`config.mk`:
```
export PLATFORM = sky130hd
export DESIGN_NAME = uart_tx_fifo_drain
export DESIGN_NICKNAME = d
export VERILOG_FILES = /design/src/rtl/uart_tx_fifo_drain.sv
export SDC_FILE = /design/constraint.sdc
export NUM_CORES = 1
export LEC_CHECK = 0
export BUFFER_PORTS_ARGS = -buffer_cell sky130_fd_sc_hd__clkbuf_2
export CAP_MARGIN = 20
export CORE_ASPECT_RATIO = 0.8
export CORE_MARGIN = 2
export CORE_UTILIZATION = 48
export CTS_BUF_LIST = sky130_fd_sc_hd__clkbuf_4
export CTS_CLUSTER_DIAMETER = 80
export DETAILED_ROUTE_END_ITERATION = 16
export PLACE_DENSITY = 0.71
export SLEW_MARGIN = 20
export SYNTH_ARGS = -nofsm -noshare
export SYNTH_HDL_FRONTEND = slang
export SYNTH_SLANG_ARGS = --single-unit
```
`constraint.sdc`:
```
create_clock -name clk_i -period 1.6 [get_ports clk_i]
set_input_delay 0.48 -clock clk_i [delete_from_list [all_inputs] [get_ports clk_i]]
set_output_delay 0.48 -clock clk_i [all_outputs]
set_load 0.005 [all_outputs]
```
`src/rtl/uart_tx_fifo_drain.sv`:
```
// -----------------------------------------------------------------------------
// uart_tx_fifo_drain
//
// UART transmit engine acting as the reader side of a 256x8 TX FIFO whose
// read data is registered (RD_LAT clocks from the read-strobe cycle to valid
// data). When the FIFO is non-empty the engine issues a single-clock read
// strobe, waits out the read latency, captures the byte together with the
// frame configuration, and serialises it as:
//     start(0), 7 or 8 data bits LSB first, optional parity, stop(1).
// Every serial bit spans OVERSAMPLE pulses of the shared 16x baud enable,
// counted from the first clock of the start bit.
//
// Ports
//   clk_i         system clock (also the FIFO read clock)
//   rst_ni        asynchronous active-low reset
//   baud_en_i     single-cycle 16x baud tick (may be held high continuously)
//   bit8_i        1 = 8 data bits, 0 = 7 data bits
//   parity_en_i   1 = append a parity bit
//   odd_n_even_i  1 = odd parity, 0 = even parity
//   fifo_empty_i  FIFO empty flag
//   fifo_data_i   FIFO registered read data
//   fifo_rdb_o    active-low FIFO read strobe (one clock per byte)
//   tx_o          serial output, idle high, registered
//   tx_busy_o     high from the pop cycle until the stop bit completes
// -----------------------------------------------------------------------------
module uart_tx_fifo_drain #(
    parameter int OVERSAMPLE = 16,  // baud ticks per serial bit
    parameter int RD_LAT     = 2    // FIFO read latency, must be >= 2
) (
    input  logic       clk_i,
    input  logic       rst_ni,
    input  logic       baud_en_i,
    input  logic       bit8_i,
    input  logic       parity_en_i,
    input  logic       odd_n_even_i,
    input  logic       fifo_empty_i,
    input  logic [7:0] fifo_data_i,
    output logic       fifo_rdb_o,
    output logic       tx_o,
    output logic       tx_busy_o
);

    // -------------------------------------------------------------------------
    // Local parameters
    // -------------------------------------------------------------------------
    localparam int TICK_W = (OVERSAMPLE > 1) ? $clog2(OVERSAMPLE) : 1;
    localparam logic [TICK_W-1:0] TICK_LAST = TICK_W'(OVERSAMPLE - 1);

    // WAIT holds for RD_LAT-1 clocks; the counter starts at 0 on entry.
    localparam int WAIT_W = 4;
    localparam logic [WAIT_W-1:0] WAIT_LAST = WAIT_W'(RD_LAT - 2);

    typedef enum logic [2:0] {
        S_IDLE   = 3'd0,
        S_POP    = 3'd1,
        S_WAIT   = 3'd2,
        S_LOAD   = 3'd3,
        S_START  = 3'd4,
        S_DATA   = 3'd5,
        S_PARITY = 3'd6,
        S_STOP   = 3'd7
    } state_e;

    // -------------------------------------------------------------------------
    // State and datapath registers
    // -------------------------------------------------------------------------
    state_e              state_q,  state_d;
    logic [TICK_W-1:0]   tick_q,   tick_d;     // baud ticks within current bit
    logic [2:0]          bit_q,    bit_d;      // data bit index
    logic [WAIT_W-1:0]   wait_q,   wait_d;     // read-latency counter
    logic [7:0]          shift_q,  shift_d;    // outgoing data, LSB on the line
    logic                bit8_q,   bit8_d;     // frame config latched at LOAD
    logic                par_en_q, par_en_d;
    logic                par_q,    par_d;      // precomputed parity bit
    logic                tx_q,     tx_d;
    logic                rdb_q,    rdb_d;
    logic                busy_q,   busy_d;

    // -------------------------------------------------------------------------
    // Parity of the incoming byte. Bit 7 only takes part in 8-bit frames, so
    // it is masked by bit8_i before the XOR reduction.
    // -------------------------------------------------------------------------
    logic [7:0] par_bits;

    for (genvar gi = 0; gi < 8; gi++) begin : g_par_mask
        if (gi == 7) begin : g_msb
            assign par_bits[gi] = fifo_data_i[gi] & bit8_i;
        end else begin : g_lsb
            assign par_bits[gi] = fifo_data_i[gi];
        end
    end

    // -------------------------------------------------------------------------
    // Bit timing helpers
    // -------------------------------------------------------------------------
    logic       serial_state;
    logic       bit_end;
    logic [2:0] last_bit;

    // The tick counter only advances while a frame is on the line; baud ticks
    // seen during IDLE/POP/WAIT/LOAD are deliberately dropped.
    assign serial_state = (state_q == S_START) || (state_q == S_DATA) ||
                          (state_q == S_PARITY) || (state_q == S_STOP);

    // A bit ends on the baud tick that would take the counter past its last
    // value, i.e. on the OVERSAMPLE-th tick of the bit.
    assign bit_end  = serial_state && baud_en_i && (tick_q == TICK_LAST);
    assign last_bit = bit8_q ? 3'd7 : 3'd6;

    // -------------------------------------------------------------------------
    // Next-state logic
    // -------------------------------------------------------------------------
    always_comb begin
        state_d  = state_q;
        tick_d   = tick_q;
        bit_d    = bit_q;
        wait_d   = wait_q;
        shift_d  = shift_q;
        bit8_d   = bit8_q;
        par_en_d = par_en_q;
        par_d    = par_q;

        if (serial_state && baud_en_i) begin
            if (tick_q == TICK_LAST) begin
                tick_d = '0;
            end else begin
                tick_d = tick_q + TICK_W'(1);
            end
        end

        case (state_q)
            S_IDLE: begin
                // FIFO_EMPTY is only looked at here, so toggling it while a
                // frame is in flight has no effect.
                if (!fifo_empty_i) begin
                    state_d = S_POP;
                end
            end

            S_POP: begin
                wait_d  = '0;
                state_d = S_WAIT;
            end

            S_WAIT: begin
                if (wait_q == WAIT_LAST) begin
                    state_d = S_LOAD;
                end else begin
                    wait_d = wait_q + WAIT_W'(1);
                end
            end

            S_LOAD: begin
                // Read data is valid now; capture it along with the frame
                // configuration so later config changes cannot corrupt the
                // frame in progress.
                shift_d  = fifo_data_i;
                bit8_d   = bit8_i;
                par_en_d = parity_en_i;
                par_d    = (^par_bits) ^ odd_n_even_i;
                tick_d   = '0;
                bit_d    = '0;
                state_d  = S_START;
            end

            S_START: begin
                if (bit_end) begin
                    state_d = S_DATA;
                end
            end

            S_DATA: begin
                if (bit_end) begin
                    shift_d = {1'b0, shift_q[7:1]};
                    if (bit_q == last_bit) begin
                        state_d = par_en_q ? S_PARITY : S_STOP;
                    end else begin
                        bit_d = bit_q + 3'd1;
                    end
                end
            end

            S_PARITY: begin
                if (bit_end) begin
                    state_d = S_STOP;
                end
            end

            S_STOP: begin
                if (bit_end) begin
                    state_d = S_IDLE;
                end
            end

            default: begin
                state_d = S_IDLE;
            end
        endcase
    end

    // -------------------------------------------------------------------------
    // Output decode. Outputs are derived from the next state and registered,
    // so they line up with the state they belong to and never glitch.
    // -------------------------------------------------------------------------
    always_comb begin
        tx_d   = 1'b1;
        rdb_d  = 1'b1;
        busy_d = 1'b1;

        case (state_d)
            S_IDLE:   busy_d = 1'b0;
            S_POP:    rdb_d  = 1'b0;
            S_START:  tx_d   = 1'b0;
            S_DATA:   tx_d   = shift_d[0];
            S_PARITY: tx_d   = par_d;
            default:  tx_d   = 1'b1;
        endcase
    end

    // -------------------------------------------------------------------------
    // Registers. Reset drives TX high immediately; a byte in flight is lost.
    // -------------------------------------------------------------------------
    always_ff @(posedge clk_i or negedge rst_ni) begin
        if (!rst_ni) begin
            state_q  <= S_IDLE;
            tick_q   <= '0;
            bit_q    <= '0;
            wait_q   <= '0;
            shift_q  <= '0;
            bit8_q   <= 1'b0;
            par_en_q <= 1'b0;
            par_q    <= 1'b0;
            tx_q     <= 1'b1;
            rdb_q    <= 1'b1;
            busy_q   <= 1'b0;
        end else begin
            state_q  <= state_d;
            tick_q   <= tick_d;
            bit_q    <= bit_d;
            wait_q   <= wait_d;
            shift_q  <= shift_d;
            bit8_q   <= bit8_d;
            par_en_q <= par_en_d;
            par_q    <= par_d;
            tx_q     <= tx_d;
            rdb_q    <= rdb_d;
            busy_q   <= busy_d;
        end
    end

    assign tx_o       = tx_q;
    assign fifo_rdb_o = rdb_q;
    assign tx_busy_o  = busy_q;

endmodule

```
==> impl_metrics.json <==
{
  "cap_violations": 0,
  "viasPerCell": 5.24,
  "synthFlopType": "dfrtp_1",
  "ant_nets": 0,
  "antenna_cells": 0,
  "port_buffers": 17,
  "power_leakage_nw": 0.922,
  "htree_levels": 1,
  "setup_viol_count_final": 2,
  "std_cell_rows": 17,
  "powerDensity_mw_per_mm2": 927,
  "cp_max_fo": 4,
  "die_height_um": 53.5,
  "ff2ff_path_depth": 6,
  "placedCellCount": 226,
  "cts_made_buffers": 3,
  "drt_iter0_drc": 41,
  "start_kind": "flip-flop",
  "ctsHoldBuffers": 0,
  "syn_nets": 167,
  "timing.rr.start": "tick_q[0]",
  "slowest_stage": "dfrtp_1",
  "met3_usage_pct": 4.47,
  "start_util_pct": 52.0,
  "fin_crit_ns": 1.74,
  "netlist_top_cells_count": "nand2_1 (35), dfrtp_1 (26), nor2_1 (9), o21ai_0 (9)",
  "drv_slew": 0,
  "status": "finished with violations",
  "tns_ns": -0.240,
  "end_kind": "flip-flop",
  "drive_gt1_share_pct": 37.1,
  "finClkSkew_ns": 0.0217,
  "grt_max_degree": 17,
  "synth_top_area_share_pct": 44.3,
  "violations": "negative setup slack",
  "cpPeakStageDelay_ns": 0.43,
  "fp.dieW_um": 65.9,
  "min_path_type": "input port to async pin",
  "syn_area_per_cell_sq_um": 9.93,
  "vias": 1231,
  "grt_pass1_vias": 1266,
  "hold_viol": 0,
  "timing.final.crit_share_pct": 109,
  "cts_root_buf": "clkbuf_4",
  "synth.most_common_cell": "nand2_1",
  "fmax_mhz": 575,
  "synth-edff-count": 0,
  "synth.area.top_cells": "dfrtp_1 (44%), nand2_1 (8.9%), a22oi_1 (3.6%), dfstp_2 (3.6%), xnor2_1 (3.6%)",
  "grt_pass1_wl_um": 5540,
  "route.detailed.drc": 0,
  "yosysSeqAreaShare_pct": 47.8,
  "postLayoutCoreUtil_pct": 67.1,
  "synth.distinct_cells": 39,
  "core_sq_mm": 0.00283,
  "crit_type": "flip-flop to flip-flop",
  "rsz0062_at_grt": "true",
  "synth.cell_area_sq_mm": 0.00147,
  "nets": 218,
  "antenna_found_initial": 0,
  "grt_overflow": 0,
  "slew_headroom_pct": 73.8,
  "cp_data_arrival_time_ns": 1.94,
  "dr.pass1.iters": 4,
  "grtUsageMet2_pct": 40.1,
  "syn_inst": 148,
  "io_pins": 18,
  "r2r-end": "tx_busy_o",
  "clock_path_buffers": 2,
  "insertion_delay_ns": 0.33,
  "yosysWarnings": 0,
  "clock-sinks": 28,
  "p_total_mw": 1.76,
  "busiest_layer": "met2",
  "yosysTopAreaCell": "dfrtp_1",
  "max-vdd-ir-drop_uv": 709,
  "fin_cells": 235,
  "rrSetupSlack_ns": -0.14,
  "cp_cell_sequence": "ha_4 > and3_4 > nand4_4 > nor3b_2 > o32ai_2 > or3_1",
  "cts_tree": "yes",
  "crit_path_start": "tick_q[0]",
  "ys_ff_latch": 28,
  "cts.reportedPaths.clkPinSlew_ns": 0.15,
  "place_congestion": 0.847,
  "track_usage_pct": 21.2,
  "met1_usage_pct": 25.2,
  "layout_setup_ws_ns": -0.138,
  "die_area_sq_mm": 0.00352,
  "hpwl_um": 2490,
  "syn_to_final_growth_pct": 29.2,
  "n_fill_cell": 233,
  "worst-slew-pin-transition_ns": 0.393,
  "wl_um": 3350,
  "wire_per_inst_um": 14.3,
  "critPathRequiredTime_ns": 1.81,
  "pre_cts_ws_ns": -0.130,
  "async_flop_share_pct": 100
}
## worst max-delay path: cells and delay by family (launching register included)
kind,cells,cell delay [ns]
and+or+nand+nor,4,0.89
DFF,1,0.43
adders and majority gates,1,0.16
AOI/OAI and AO/OA,1,0.13
## routing by layer
layer,part of all wire (%),vias up
met5,0,-
met4,0.92,0
met3,3.0,4
met2,51,18
met1,45,600
li1,-,609
## sequential cells by signal, summed over array words and instances, names as in the netlist
register	count
shift_q	8
tick_q	4
wait_q	4
bit_q	3
state_q	3
bit8_q	1
fifo_rdb_o	1
par_en_q	1
par_q	1
tx_busy_o	1
tx_o	1
## metrics by stage
stage / hold slack, ns / cell area [sq um]
final: 0.0324 / 1900
after global routing: 0.0274 / 1900
after CTS: 0.0388 / 1820
after detailed placement: 0.415 / 1780
after global placement: 0.397 / 1780
after floorplan: 0.184 / 1470
## cell families after synthesis
logic type | count (synthesis) | share of synthesized area [%]
simple gates | 67 | 23.3
flops | 28 | 47.8
xor+xnor | 12 | 8.08
buf+inv | 9 | 4.25
compound gates | 27 | 12.4
fa+ha+maj | 4 | 3.40
mux | 1 | 0.681
## power by group
part	internal (mW)	leakage [nW]	switching (mW)
clock network	0.0885	0.0138	0.200
logic	0.276	0.568	0.260
registers	0.821	0.340	0.116
## what timing repair did
item / 4_1_cts / 5_1_grt
cloned: 0 / 1
pin swaps: 4 / 5
setup buffers: 0 / 5
hold endpoints to repair: 0 / 0
endpoints found under the setup margin: 4 / 13
gates resized for setup: 4 / 7
## area by class of cell
cell class / count / area, sq um / share of cell area (%)
Tap cell: 38 / 47.5 / 2.50
Timing Repair Buffer: 51 / 354 / 18.6
Multi-Input combinational cell: 111 / 757 / 39.9
Inverter: 4 / 15.0 / 0.791
Sequential cell: 28 / 703 / 37.0
Clock buffer: 3 / 22.5 / 1.19
## cells in the final DEF (no fill, tap or decap), types with 5 or more instances in the layout
cell type   n
a22oi_1     7
buf_4      31
clkbuf_2   17
dfrtp_1    26
nand2_1    34
nand3_1     6
nor2_1      9
o21ai_0     7
xnor2_1     5
xor2_1      5
## worst max path at each step
| stage | endpoint | slack [ns] | cells after the start |
|---|---|---|---|
| 3_5_place_dp | tx_o | -0.13 | 9 |
| 2_1_floorplan | tx_busy_o | -0.02 | 6 |
| 5_1_grt | tx_o | -0.23 | 9 |
| 4_1_cts | tx_busy_o | -0.14 | 6 |
| 6_report | tx_busy_o | -0.14 | 6 |
| 3_3_place_gp | tx_o | -0.10 | 7 |
(Power assumes the default switching activity.)
